File: src/rtl/bpa_pkg.sv
// Shared types and constants for the back-prop accumulator.
// Saturation limits are consumed by bpa_sat_adder when BPA_SATURATE_EN is defined.
package bpa_pkg;
    localparam int BPC_W = 32;
    localparam int BP_W  = 64;

    typedef enum logic [1:0] {BPA_IDLE, BPA_ACCUM, BPA_DONE} bpa_state_t;
    typedef logic signed [BP_W-1:0] bp_t;

    localparam bp_t SAT_POS = 64'h7FFF_FFFF_FFFF_FFFF;
    localparam bp_t SAT_NEG = 64'h8000_0000_0000_0000;

    function automatic bp_t sext_bpc(input logic [BPC_W-1:0] v);
        return bp_t'({{(BP_W-BPC_W){v[BPC_W-1]}}, v});
    endfunction
endpackage

File: src/rtl/bpa_if.sv
// Handshake bundle between the bpc producers, the accumulator and the back-propagator.
interface bpa_if #(
    parameter int N_FANOUT = 4,
    parameter int CNT_W    = $clog2(N_FANOUT+1)
);
    logic                          bpa_start;
    logic                          bpa_in_valid;
    logic                          bpa_in_ready;
    logic [bpa_pkg::BPC_W-1:0]     bpa_in_bpc;
    logic                          bpa_out_valid;
    logic                          bpa_out_ready;
    logic [bpa_pkg::BP_W-1:0]      bpa_out_bp;
    logic [CNT_W-1:0]              bpa_out_count;
    logic                          bpa_overflow;
    logic                          bpa_busy;

    modport slave (
        input  bpa_start, bpa_in_valid, bpa_in_bpc, bpa_out_ready,
        output bpa_in_ready, bpa_out_valid, bpa_out_bp, bpa_out_count, bpa_overflow, bpa_busy
    );
    modport master (
        output bpa_start, bpa_in_valid, bpa_in_bpc, bpa_out_ready,
        input  bpa_in_ready, bpa_out_valid, bpa_out_bp, bpa_out_count, bpa_overflow, bpa_busy
    );
endinterface

File: src/rtl/bpa_sat_adder.sv
// 64-bit signed add with overflow detect; clamps to the signed limits when
// BPA_SATURATE_EN is defined, otherwise wraps two's-complement.
module bpa_sat_adder
    import bpa_pkg::*;
(
    input  bp_t  a,
    input  bp_t  b,
    output bp_t  sum,
    output logic ovf
);
    bp_t raw;

    always_comb begin
        raw = a + b;
        // same-sign operands whose result flips sign
        ovf = (a[BP_W-1] == b[BP_W-1]) && (raw[BP_W-1] != a[BP_W-1]);
`ifdef BPA_SATURATE_EN
        sum = ovf ? (a[BP_W-1] ? SAT_NEG : SAT_POS) : raw;
`else
        sum = raw;
`endif
    end
endmodule

File: src/rtl/backprop_accumulator.sv
// Sums N_FANOUT signed bpc beats into one 64-bit bp result with valid/ready on both sides.
// Optional clamp on overflow: define BPA_SATURATE_EN.
module backprop_accumulator
    import bpa_pkg::*;
#(
    parameter int N_FANOUT = 4,
    parameter int CNT_W    = $clog2(N_FANOUT+1)
) (
    input  logic     bpa_clk,
    input  logic     bpa_rst_n,
    bpa_if.slave     bus
);
    bpa_state_t       state, nxt;
    bp_t              acc, add_sum;
    logic [CNT_W-1:0] count;
    logic             ovf_q, add_ovf, beat, last_beat;

    // ready/valid are pure decodes of the state register, so no valid->ready path
    assign beat      = bus.bpa_in_valid && (state == BPA_ACCUM);
    assign last_beat = beat && (count == CNT_W'(N_FANOUT-1));

    bpa_sat_adder u_add (
        .a   (acc),
        .b   (sext_bpc(bus.bpa_in_bpc)),
        .sum (add_sum),
        .ovf (add_ovf)
    );

    always_comb begin
        nxt = state;
        case (state)
            BPA_IDLE:  if (bus.bpa_start)     nxt = BPA_ACCUM;
            BPA_ACCUM: if (last_beat)         nxt = BPA_DONE;
            BPA_DONE:  if (bus.bpa_out_ready) nxt = BPA_IDLE;
            default:                          nxt = BPA_IDLE;
        endcase
    end

    always_ff @(posedge bpa_clk or negedge bpa_rst_n) begin
        if (!bpa_rst_n) begin
            state <= BPA_IDLE;
            acc   <= '0;
            count <= '0;
            ovf_q <= 1'b0;
        end else begin
            state <= nxt;
            if (state == BPA_IDLE && bus.bpa_start) begin
                acc   <= '0;
                count <= '0;
                ovf_q <= 1'b0;
            end else if (beat) begin
                acc   <= add_sum;
                count <= count + CNT_W'(1);
                ovf_q <= ovf_q | add_ovf;
            end
        end
    end

    assign bus.bpa_in_ready  = (state == BPA_ACCUM);
    assign bus.bpa_out_valid = (state == BPA_DONE);
    assign bus.bpa_out_bp    = acc;
    assign bus.bpa_out_count = count;
    assign bus.bpa_overflow  = ovf_q;
    assign bus.bpa_busy      = (state != BPA_IDLE);
endmodule
File: src/flat_wrapper.sv
// flat-port wrapper written by rule: the top's interface ports become plain ports
module backprop_accumulator_flat import bpa_pkg::*;
#(
    parameter int N_FANOUT = 4,
    parameter int CNT_W    = $clog2(N_FANOUT+1)
)
  (bpa_clk, bpa_rst_n, bus_bpa_start, bus_bpa_in_valid, bus_bpa_in_bpc, bus_bpa_out_ready, bus_bpa_in_ready, bus_bpa_out_valid, bus_bpa_out_bp, bus_bpa_out_count, bus_bpa_overflow, bus_bpa_busy);
  bpa_if #(.N_FANOUT(N_FANOUT), .CNT_W(CNT_W)) bus_i ();
  input  logic bpa_clk;
  input  logic bpa_rst_n;
  input wire logic [$bits(bus_i.bpa_start)-1:0] bus_bpa_start;
  input wire logic [$bits(bus_i.bpa_in_valid)-1:0] bus_bpa_in_valid;
  input wire logic [$bits(bus_i.bpa_in_bpc)-1:0] bus_bpa_in_bpc;
  input wire logic [$bits(bus_i.bpa_out_ready)-1:0] bus_bpa_out_ready;
  output wire logic [$bits(bus_i.bpa_in_ready)-1:0] bus_bpa_in_ready;
  output wire logic [$bits(bus_i.bpa_out_valid)-1:0] bus_bpa_out_valid;
  output wire logic [$bits(bus_i.bpa_out_bp)-1:0] bus_bpa_out_bp;
  output wire logic [$bits(bus_i.bpa_out_count)-1:0] bus_bpa_out_count;
  output wire logic [$bits(bus_i.bpa_overflow)-1:0] bus_bpa_overflow;
  output wire logic [$bits(bus_i.bpa_busy)-1:0] bus_bpa_busy;
  assign bus_i.bpa_start = bus_bpa_start;
  assign bus_i.bpa_in_valid = bus_bpa_in_valid;
  assign bus_i.bpa_in_bpc = bus_bpa_in_bpc;
  assign bus_i.bpa_out_ready = bus_bpa_out_ready;
  assign bus_bpa_in_ready = bus_i.bpa_in_ready;
  assign bus_bpa_out_valid = bus_i.bpa_out_valid;
  assign bus_bpa_out_bp = bus_i.bpa_out_bp;
  assign bus_bpa_out_count = bus_i.bpa_out_count;
  assign bus_bpa_overflow = bus_i.bpa_overflow;
  assign bus_bpa_busy = bus_i.bpa_busy;
  backprop_accumulator #(.N_FANOUT(N_FANOUT), .CNT_W(CNT_W)) u_core (.bpa_clk(bpa_clk), .bpa_rst_n(bpa_rst_n), .bus(bus_i));
endmodule
File: config.mk
export PLATFORM = sky130hd
export DESIGN_NAME = backprop_accumulator_flat
export DESIGN_NICKNAME = d
export VERILOG_FILES = /design/src/rtl/bpa_pkg.sv /design/src/rtl/bpa_if.sv /design/src/rtl/bpa_sat_adder.sv /design/src/rtl/backprop_accumulator.sv /design/src/flat_wrapper.sv
export SDC_FILE = /design/constraint.sdc
export NUM_CORES = 1
export LEC_CHECK = 0
export CAP_MARGIN = 30
export CORE_MARGIN = 8
export CORE_UTILIZATION = 44
export DETAILED_ROUTE_END_ITERATION = 10
export DONT_BUFFER_PORTS = 1
export HOLD_SLACK_MARGIN = 0.05
export PLACE_DENSITY_LB_ADDON = 0.12
export SYNTH_ARGS = -nofsm -noshare
export SYNTH_HDL_FRONTEND = slang
export SYNTH_SLANG_ARGS = --single-unit
File: constraint.sdc
create_clock -name bpa_clk -period 2.8 [get_ports bpa_clk]
set_clock_uncertainty 0.05 [all_clocks]
set_input_delay 0.84 -clock bpa_clk [delete_from_list [all_inputs] [get_ports bpa_clk]]
set_output_delay 0.84 -clock bpa_clk [all_outputs]
set_load 0.05 [all_outputs]
## Word level (Yosys, flattened, before mapping)

Index checks and enable logic that the tools add are counted.

- Flip-flop bits (word level): 70
- Input port bits: 37
- Output and inout port bits: 71
- Logic and storage cells: 33

- Add/sub/neg operators: 2
- Eq/ne operators: 8
- Muxes and demuxes: 10
- Bitwise logic cells: 1
- Reduce and logical (&&, ||, !) cells: 8

Operators with widths:

| cell | number |
|---|---|
| 2-to-1 mux 64 bit | 2 |
| adder 64 x 32 -> 64 bit | 1 |
| 2-to-1 mux 2 bit | 3 |
| 2-to-1 mux 3 bit | 2 |
| case mux 2 bit (3 select lines) | 1 |
| logical AND 1 bit | 4 |
| inequality test 2 bit (second input constant) | 2 |
| nonzero test 2 bit | 2 |
| adder 3 x 1 -> 3 bit (second input constant) | 1 |
| equality test 3 x 2 -> 1 bit (second input constant) | 1 |
| AND reduction 3 bit | 1 |
| equality test 2 x 1 -> 1 bit (second input constant) | 1 |
| equality test 2 bit (second input constant) | 1 |
| zero test 2 bit | 1 |
| 2-to-1 mux 1 bit | 2 |
| inequality test 2 x 1 -> 1 bit (second input constant) | 1 |
| equality test 1 bit | 1 |
| inequality test 1 bit | 1 |
| bitwise OR 1 bit | 1 |

## Longest topological paths before layout

Gate-level depths: netlist of run 1.

- Depth in word-level cells: 6
- Depth in mapped cells: 13
- Depth with buffers taken out: 13

## Cells and area by module

Synthesis of run 1 repeated with hierarchy kept, for this count alone.

- Cell total of the unflattened synthesis: 991
- Area total of the unflattened synthesis: 7898.8 um^2

By module, submodules not included:

| module | instances | cells each | area each (um^2) | seq. area each (um^2) |
|---|---|---|---|---|
| bpa_sat_adder | 1 | 599 | 4097.7 | 0.0 |
| backprop_accumulator | 1 | 392 | 3801.1 | 1751.7 |

## Worst setup path after synthesis of run 1

No wires, ideal clock.

- Kind: input to register
- Start point: input port bus_bpa_in_bpc[31]
- End point: register u_core.acc[63] (netlist: u_core.bus.bpa_out_bp[63])
- Setup time: 0.124 ns
- Arrival: 3.124 ns
- Required time: 2.626 ns
- Slack: -0.498 ns
- Cell stages on the path: 12
- Cell sequence: ha_1 -> buf_6 -> a21o_1 -> a21o_2 -> a21oi_1 -> nor4_1 -> a211o_1 -> o21bai_1 -> a221oi_2 -> nand3_1 -> and4b_1 -> a211o_1

- Cells in the longest elaborated chain, start to end: 3

RTL lines:

| element | RTL line | source |
|---|---|---|
| start, declared | flat_wrapper.sv:13 | `input wire logic [$bits(bus_i.bpa_in_bpc)-1:0] bus_bpa_in_bpc;` |
| adder 64 x 32 -> 64 bit | bpa_sat_adder.sv:14 | `raw = a + b;` |
| 2-to-1 mux 64 bit | backprop_accumulator.sv:51 | `end else if (beat) begin` |
| 2-to-1 mux 64 bit | backprop_accumulator.sv:47 | `if (state == BPA_IDLE && bus.bpa_start) begin` |
| end signal, assigned | backprop_accumulator.sv:52 | `acc <= add_sum;` |
| end, declared | backprop_accumulator.sv:14 | `bp_t acc, add_sum;` |

Every way passes these cells. The select of a mux whose other input is x is not followed.
A chain may end at the register's enable or synchronous reset.

## Final worst setup path of run 1

- Start point: input port bus_bpa_in_bpc[0]
- End point: register u_core.acc[62] (netlist: u_core.bus.bpa_out_bp[62])

The elaborated chain is that of the path after synthesis.

==> summary.md, run 1 <==
| Metric | Value |
|---|---|
| Status | `complete, but fails checks` |
| Violated checks | `negative setup slack` |
| Flop pwr share | `13.6%` |
| Die Width | `137.6 µm` |
| WL/cell | `17.75 µm` |
| CTS Sinks | `70` |
| YS warnings | `0` |
| Distinct cells, synth | `69` |
| Commonest non-fill, non-tap cells in the layout | `buf_4 (304), nand2_1 (115), dfrtp_1 (70)` |
| Max_slew headroom | `between 50% and 60%` |
| GR Util met1 | `between 30% and 40%` |
| Vias in the first global route | `7233` |
| Async SR Flop Fraction | `100.0%` |
| Max cap viols | `0` |
| Vias per cell | `about 5.6` |
| CP Data Arrival Time | `3.18 ns` |
| Largest net degree at the start of global routing | `a little over 70` |
| DR pass1 iterations | `5` |
| FP Rows | `44` |
| Post-synth EDFFs | `0` |
| CTS buffer count | `9` |
| Area Overhead vs Synth | `57.27%` |
| Int Pwr | `7.341 mW` |
| Design Area, Final | `10230 µm²` |
| Most common cell after layout, fill and taps aside | `buf_4` |
| RSZ-0062 raised after global routing | `true` |
| Initial antenna violation count | `0` |
| Hold Path Class | `input port to asynchronous set/reset pin` |
| Clock latency on the worst-skew pair | `0.35 ns` |
| Gate power share | `between 70% and 80%` |
| Post-Syn Instances | `806` |
| Root buffer cell | `clkbuf_16` |
| Fin Hold WS | `0.1319 ns` |
| DR vias | `7277` |
| CTS Buffer Depth | `2` |
| Core Util, Final | `between 70% and 80%` |
| Leak | `4.799 nW` |
| Tightest Pin Transition | `0.6514 ns` |
| First-pass GRT wire length | `approximately 36000 µm` |
| GRT Resource Usage Total | `24.05%` |
| Starting Density | `between 40% and 50%` |
| Launch point of the critical path | `bus_bpa_in_bpc[0]` |
| Post-DP HPWL | `about 17000 µm` |
| Slew Limit Fails | `0` |
| # DRC | `0` |
| Cell Area, Placed | `8985 µm²` |
| Netlist Area Pre-Place | `6504 µm²` |
| Crit path required time | `2.97 ns` |
| Setup ws final | `-0.2108 ns` |
| Clk pwr share | `about 8.7%` |
| Nets | `1206` |
| H-tree Lvls | `3` |
| Critical path endpoint | `u_core.bus.bpa_out_bp[62]` |
| R2r endpoint | `u_core.bus.bpa_out_bp[62]` |
| Die ar. | `18930 µm²` |
| Main synth FF type | `dfrtp_1` |
| Min Clock Period, post-route | `3.011 ns` |
| Pwr Total | `14.51 mW` |
| Register area share after synthesis | `26.93%` |
| Grt met2 use | `39.38%` |
| Met3 Resource Use GR | `5.325%` |
| Post-Route WL | `22910 µm` |
| I/O pins | `around 110` |
| Reg2Reg Setup Slack | `-0.17 ns` |
| Nature of the critical path endpoint | `flop` |
| # setup viols final | `22` |
| Sw Ratio | `49.41%` |
| Iteration-0 DRC count of the detailed router | `482` |
| Hold Fails Final Rpt | `0` |
| Reg-to-reg startpoint | `u_core.bus.bpa_out_bp[0]` |
| Pwr/cell area | `1419 nW/µm²` |
| Reg2reg path depth | `15` |
| Placed cell count | `between 1000 and 1500` |
| DRT antenna net count | `0` |
| Crit start category | `input port` |
| Cell Count, Final, Fillers Out | `1291` |
| CP Max Fanout | `2` |
| CTS tree | `built` |
| Gr ovfl total | `0` |
| Mapped Avg Cell Area | `8.069 µm²` |
| I/O Buffers | `0` |
| Setup CP Type | `input port to flop` |
| Core area | `14480 µm²` |
| NetSw | `7.170 mW` |
| Synth Register Bits | `70` |
| Final GP Congestion | `0.9335` |
| Highest clock rate | `0.3321 GHz` |
| Most Crowded Layer GR | `met2` |
| # diodes | `0` |
| Die Y | `roughly 140 µm` |
| Layout cells sized above 1 | `42.82%` |
| TNS Setup | `-1.883 ns` |
| Syn nets | `slightly above 900` |
| Clock transition at path regs | `0.06 ns` |
| Peak VDD IR | `1.063 mV` |
| Period utilization | `107.5%` |
| Fillers | `1152` |
| # hold bufs at CTS | `0` |
| Post-Place Worst Slack | `-0.6654 ns` |
## power by group through the flow
stage / registers (mW) / clock network [mW] / logic [mW]
after floorplan: 3.43 / 0 / 4.80
after global routing: 2.03 / 1.32 / 12.1
after detailed placement: 1.97 / 0 / 10.0
after global placement: 1.94 / 0 / 9.87
after CTS: 1.97 / 1.28 / 10.5
final: 1.97 / 1.26 / 11.3
## per-layer routing
metal / part of all wire [%] / vias up / wire length, µm
li1: - / 3517 / -
met1: 45 / 3548 / 10220
met2: 48 / 189 / 11030
met3: 5.8 / 23 / 1338
met4: 1.4 / 0 / 325
met5: 0 / - / 0
## flip-flops by register name, indices dropped and copies added, names as in the netlist
register                  count
u_core.bus.bpa_out_count      3
u_core.state                  2
u_core.bus.bpa_overflow       1
u_core.bus.bpa_out_bp        64
## how the worst min path moves through the flow
stage / from / end / slack [ns] / cells past startpoint
CTS: bpa_rst_n / u_core.bus.bpa_out_bp[7] / 0.12 / 0
global route: bpa_rst_n / u_core.bus.bpa_out_bp[18] / 0.12 / 0
finish: bpa_rst_n / u_core.bus.bpa_out_bp[17] / 0.13 / 0
floorplan: bpa_rst_n / u_core.bus.bpa_out_bp[0] / 0.49 / 0
detailed placement: bpa_rst_n / u_core.bus.bpa_out_bp[17] / 0.50 / 0
global placement: bpa_rst_n / u_core.bus.bpa_out_bp[17] / 0.50 / 0
## final cells by class
| type | instances | area, µm² | share of cell area, % |
|---|---|---|---|
| sequential | 70 | 1752 | 17.13 |
| clock buffer | 9 | 225.2 | 2.202 |
| clock inverter | 6 | 87.58 | 0.8563 |
| inverter | 24 | 90.09 | 0.8807 |
| tap | 184 | 230.2 | 2.251 |
| multi-input combinational | 674 | 5328 | 52.09 |
| timing repair buffer | 324 | 2516 | 24.60 |
## cell families after synthesis
kind of cell	count (synthesis)	synth area share (%)
compound gates	307	29.95
xor+xnor	57	7.676
fa+ha+maj	66	12.81
buf+inv	62	4.925
flops	70	26.93
simple gates	244	17.70
## worst max-delay path: stages
cell       delay, ns
ha_4            0.14
inv_2           0.05
fa_2            0.20
nor2b_2         0.05
o31a_1          0.28
o31ai_2         0.24
buf_4           0.17
a21oi_2         0.06
o211ai_1        0.16
buf_4           0.16
a31oi_4         0.11
a2111oi_4       0.34
a21oi_1         0.13
xnor2_1         0.17
o21ai_1         0.07
## repair_timing
item,CTS,global route
pin swaps,39,61
setup buffers,12,25
endpoints found under the setup margin,27,37
resized for setup,60,83
## synth_stat cells, types with 5 or more instances
master | instances | area, µm²
clkbuf_8 | 5 | 68.82
and3_1 | 5 | 31.28
a31oi_1 | 7 | 43.79
a21oi_1 | 83 | 415.4
nor2b_1 | 5 | 31.28
nand2_1 | 118 | 442.9
nor2_1 | 37 | 138.9
nand4_1 | 22 | 137.6
o21a_1 | 11 | 82.58
and2_1 | 6 | 37.54
o21ai_1 | 8 | 40.04
nand2b_1 | 8 | 50.05
o31ai_1 | 8 | 60.06
ha_1 | 65 | 813.3
nor3_1 | 6 | 30.03
a22o_1 | 5 | 43.79
inv_1 | 24 | 90.09
xor2_1 | 20 | 175.2
xnor2_1 | 37 | 324.1
clkbuf_1 | 26 | 97.59
o21bai_1 | 19 | 142.6
o21ai_0 | 91 | 455.4
a21o_1 | 33 | 247.7
nand3_1 | 12 | 60.06
dfrtp_1 | 70 | 1752
a211oi_1 | 6 | 45.04
No activity file was read; power rests on OpenSTA's default activity.
==> run 2, diff against run 1 <==
--- a/config.mk
+++ b/config.mk
@@ -7,9 +7,8 @@
 export LEC_CHECK = 0
 export CAP_MARGIN = 30
 export CORE_MARGIN = 8
-export CORE_UTILIZATION = 44
+export CORE_UTILIZATION = 50
 export DETAILED_ROUTE_END_ITERATION = 10
-export DONT_BUFFER_PORTS = 1
 export HOLD_SLACK_MARGIN = 0.05
 export PLACE_DENSITY_LB_ADDON = 0.12
 export SYNTH_ARGS = -nofsm -noshare
==> run 2 against run 1 <==
The flow now stops in global routing; synthesized cell count did not move; synthesized area did not move.
==> summary.md, run 2 <==
| Metric | Value |
|---|---|
| I/O Buffers | `107 (+107)` |
| Worst Endpoint after GRT Repair | `u_core.bus.bpa_out_bp[61]$_DFFE_PN0P_/D` |
| CTS buffer count | `9 (unchanged)` |
| Register area share after synthesis | `26.93% (unchanged)` |
| FP Rows | `41 (-6.8%)` |
| Top post-synthesis cells by area | `dfrtp_1 (27%), ha_1 (13%), o21ai_0 (7.0%)` |
| Post-Syn Instances | `806 (unchanged)` |
| Async SR Flop Fraction | `100.0% (unchanged)` |
| # hold bufs at CTS | `0 (unchanged)` |
| CTS Buffer Depth | `2 (unchanged)` |
| Synth area leader | `dfrtp_1` |
| Die Y | `130.1 µm (-5.5%)` |
| I/O pins | `108 (unchanged)` |
| Yosys top cell area share | `26.93% (unchanged)` |
| Top cell types by occurrence after synthesis | `nand2_1 (118), o21ai_0 (91), a21oi_1 (83)` |
| Main synth FF type | `dfrtp_1` |
| Gr ovfl total | `about 1200` |
| Synth Register Bits | `70 (unchanged)` |
| Distinct cells, synth | `69 (unchanged)` |
| Syn nets | `909 (unchanged)` |
| Netlist Area Pre-Place | `6504 µm² (unchanged)` |
| Worst ep type | `register data pin` |
| Starting Density | `51.33% (+6.4 points)` |
| Largest net degree at the start of global routing | `a little over 70` |
| Root buffer cell | `clkbuf_16` |
| Fail Step | `global routing` |
| Placed cell count | `1317 (+5.9%)` |
| Tool error | `[ERROR GRT-0232] Routing congestion too high. Check the congestion heatmap in the GUI.` |
| Final GP Congestion | `0.9710 (+4.0%)` |
| Top-count cell post-synth | `nand2_1` |
| Post-DP HPWL | `18180 µm (+5.6%)` |
| YS warnings | `0 (unchanged)` |
| Mapped Avg Cell Area | `8.069 µm² (unchanged)` |
| H-tree Lvls | `3 (unchanged)` |
| Post-synth EDFFs | `0 (unchanged)` |
| GRT Resource Usage Total | `between 90% and 100%` |
| Die Width | `130.1 µm (-5.5%)` |
| CTS Sinks | `70 (unchanged)` |
| Status | `stopped before the end` |
-- run 2: timing repair --
| action | CTS |
|---|---|
| gates resized for setup | 270 |
| cloned | 1 |
| setup buffers | 61 |
| pin swaps | 127 |
| endpoints found under the hold margin | 0 |
| endpoints found under the setup margin | 56 |
-- run 2: kinds of logic after synthesis --
kind of cell,after synthesis,share of synthesized area (%)
adder cells (fa/ha/maj),66,12.81
AO/OA/AOI/OAI,307,29.95
buffers and inverters,62,4.925
XOR/XNOR,57,7.676
flip-flops,70,26.93
AND/OR/NAND/NOR,244,17.70
-- run 2: routing by layer --
layer	GRT overflow	GRT usage (%)
met1	9	80.03
met3	13	76.09
met4	371	112.3
met5	6	37.35
met2	823	117.8
-- run 2: stage by stage --
step | TNS, ns | hold slack (ns) | cell area (µm²) | setup slack, ns
after global placement | -44.46 | 0.4516 | 9908 | -1.168
after CTS | -7.969 | 0.4690 | 11720 | -0.4485
after detailed placement | -48.18 | 0.4529 | 9908 | -1.228
after floorplan | -2.888 | 0.4944 | 6828 | -0.3533
==> run 3, diff against run 2 <==
--- a/config.mk
+++ b/config.mk
@@ -7,10 +7,9 @@
 export LEC_CHECK = 0
 export CAP_MARGIN = 30
 export CORE_MARGIN = 8
-export CORE_UTILIZATION = 50
+export CORE_UTILIZATION = 40
 export DETAILED_ROUTE_END_ITERATION = 10
-export HOLD_SLACK_MARGIN = 0.05
-export PLACE_DENSITY_LB_ADDON = 0.12
+export PLACE_DENSITY_LB_ADDON = 0.15
 export SYNTH_ARGS = -nofsm -noshare
 export SYNTH_HDL_FRONTEND = slang
 export SYNTH_SLANG_ARGS = --single-unit
==> constraint.sdc (replaced) <==
create_clock -name bpa_clk -period 3.64 [get_ports bpa_clk]
set_clock_uncertainty 0.05 [all_clocks]
set_input_delay 1.092 -clock bpa_clk [delete_from_list [all_inputs] [get_ports bpa_clk]]
set_output_delay 1.092 -clock bpa_clk [all_outputs]
set_load 0.05 [all_outputs]
==> run 3 against run 2 <==
The flow now finishes without violations.
==> summary.md, run 3 (synthesis gave the netlist of run 1 again) <==
| Metric | Value |
|---|---|
| Hold Fails Final Rpt | `0` |
| Slowest-stage cell, CP | `a211oi_4` |
| Clock latency on the worst-skew pair | `between 0.3 and 0.4 ns` |
| Pwr/cell area | `between 1000 and 1500 nW/µm²` |
| I/O Buffers | `107 (unchanged)` |
| # setup viols final | `0` |
| Min Clock Period, post-route | `between 3 and 4 ns` |
| TNS Setup | `0 ns` |
| Tightest Pin Transition | `around 0.76 ns` |
| Hold Path Class | `flop to flop` |
| Largest net degree at the start of global routing | `60` |
| Max_slew headroom | `between 40% and 50%` |
| Buf/Inv on CP | `11` |
| Slew Limit Fails | `0` |
| Vias in the first global route | `7338` |
| Die Y | `143.5 µm (+10%)` |
| WL/cell | `17.02 µm` |
| CTS buffer count | `9 (unchanged)` |
| Post-Route WL | `23470 µm` |
| # DRC | `0` |
| CP Data Arrival Time | `3.79 ns` |
| Highest clock rate | `0.2776 GHz` |
| Die Width | `143.5 µm (+10%)` |
| CP cell instances | `dlygate4sd2_1 > ha_4 > a211oi_4 > o21ai_2 > nand2_1 > buf_4 > buf_4 > buf_4 > buf_4 > buf_4 > buf_4 > buf_4 > buf_4 > buf_4 > inv_1 > o21ai_2 > nand2b_1 > a21o_1 > a21oi_2 > xor2_1 > o21ai_1` |
| Design Area, Final | `~11000 µm²` |
| Initial antenna violation count | `0` |
| First-pass GRT wire length | `roughly 37000 µm` |
| Most common cell after layout, fill and taps aside | `buf_4` |
| Critical path's top delay family | `buffers and inverters` |
| CP Max Fanout | `2` |
| Setup CP Type | `input port to flop` |
| DR pass1 iterations | `5` |
| Reg2Reg Setup Slack | `around 0.53 ns` |
| Leak | `4.927 nW` |
| DRT antenna net count | `0` |
| Critical Path Max Stage Delay | `0.29 ns` |
| GRT Resource Usage Total | `between 20% and 30%` |
| Fillers | `1331` |
| Crit start category | `input port` |
| Cell Area, Placed | `9509 µm² (-4.0%)` |
| # diodes | `0` |
| Vias per cell | `5.387` |
| Layout cells sized above 1 | `34.82%` |
| Max cap viols | `0` |
| Final GP Congestion | `0.9133 (-5.9%)` |
| Clock transition at path regs | `around 0.07 ns` |
| Cell mode on critical path | `buf_4` |
| Max reg flops | `64` |
| Commonest non-fill, non-tap cells in the layout | `buf_4 (264), nand2_1 (117), clkdlybuf4s50_1 (86)` |
| Iteration-0 DRC count of the detailed router | `450` |
| Area Overhead vs Synth | `65.76%` |
| CTS tree | `built` |
| Post-DP HPWL | `16860 µm (-7.3%)` |
| Cell Count, Final, Fillers Out | `1379` |
| Status | `complete, no violations` |
| Fin Hold WS | `0.4642 ns` |
| DR vias | `7428` |
| RSZ-0062 raised after global routing | `true` |
| Gr ovfl total | `0` |
| CTS Sinks | `70 (unchanged)` |
| Crit path required time | `~3.8 ns` |
| # hold bufs at CTS | `0 (unchanged)` |
| FP Rows | `46 (+12%)` |
| CTS Buffer Depth | `2 (unchanged)` |
| Nature of the critical path endpoint | `flop` |
| Root buffer cell | `clkbuf_16` |
| Nets | `1261` |
| Die ar. | `20600 µm²` |
| Starting Density | `40.94% (-10 points)` |
| Period utilization | `98.95%` |
| I/O pins | `108 (unchanged)` |
| H-tree Lvls | `3 (unchanged)` |
| Core Util, Final | `67.86%` |
| Placed cell count | `1338 (+1.6%)` |
| Peak VDD IR | `between 0.7 and 0.8 mV` |
| Core area | `15890 µm²` |
[run 3: final timing paths]
| kind | start | endpoint | cells past startpoint |
|---|---|---|---|
| worst max-delay path | bus_bpa_in_bpc[1] | u_core.bus.bpa_out_bp[9] | 21 |
| worst min-delay path | u_core.bus.bpa_out_bp[25] | u_core.bus.bpa_out_bp[25] | 2 |
| worst max register to register | u_core.bus.bpa_out_bp[0] | u_core.bus.bpa_out_bp[62] | 14 |
| worst min register to register | u_core.bus.bpa_out_bp[25] | u_core.bus.bpa_out_bp[25] | 2 |
| max in group asynchronous | bpa_rst_n | u_core.bus.bpa_out_bp[50] | 2 |
| min in group asynchronous | bpa_rst_n | u_core.bus.bpa_out_bp[16] | 1 |
[run 3: routing by layer]
metal / share of wire [%] / up-vias / GRT usage, % / wire length, µm
met2: 48 / 204 / 36.50 / 11190
met1: 46 / 3562 / 29.82 / 10880
met5: 0 / - / 0 / 0
met4: 1.4 / 0 / 5.589 / 340
met3: 4.5 / 27 / 3.318 / 1061
li1: - / 3635 / - / -
[run 3: final cells by class]
type | instances | area (µm²) | share of cell area (%)
timing repair buffer | 379 | 3186 | 29.55
clock buffer | 11 | 242.7 | 2.252
tap | 216 | 270.3 | 2.507
multi-input combinational | 674 | 5181 | 48.06
clock inverter | 5 | 58.81 | 0.5455
inverter | 24 | 90.09 | 0.8357
sequential | 70 | 1752 | 16.25
[run 3: what timing repair did]
action                     in CTS  in global routing
setup endpoints to repair      30                 29
cloned                          1                  0
pin swaps                      32                 54
gates resized for setup        59                102
buffers inserted               21                  5
[run 3: worst register-to-register path: cells and delay by family, from the launching register on]
family	cells	cell delay, ns
adder cells (fa/ha/maj)	2	0.42
AND/OR/NAND/NOR	1	0.05
AO/OA/AOI/OAI	8	1.62
flip-flops	1	0.40
XOR/XNOR	1	0.21
buffers and inverters	2	0.23
[run 3: through the flow]
stage	worst slack, ns	total power [mW]
2_1_floorplan	0.08990	6.023
5_1_grt	-0.08806	11.85
4_1_cts	-0.01835	10.56
6_report	0.03815	11.11
3_5_place_dp	-0.7166	9.229
3_3_place_gp	-0.7252	9.174
[run 3: where the power goes]
group          total (mW)  internal [mW]  switching, mW
Sequential           1.57           1.15          0.418
Combinational        8.60           3.96           4.64
Clock               0.939          0.550          0.389
Total                11.1           5.66           5.45
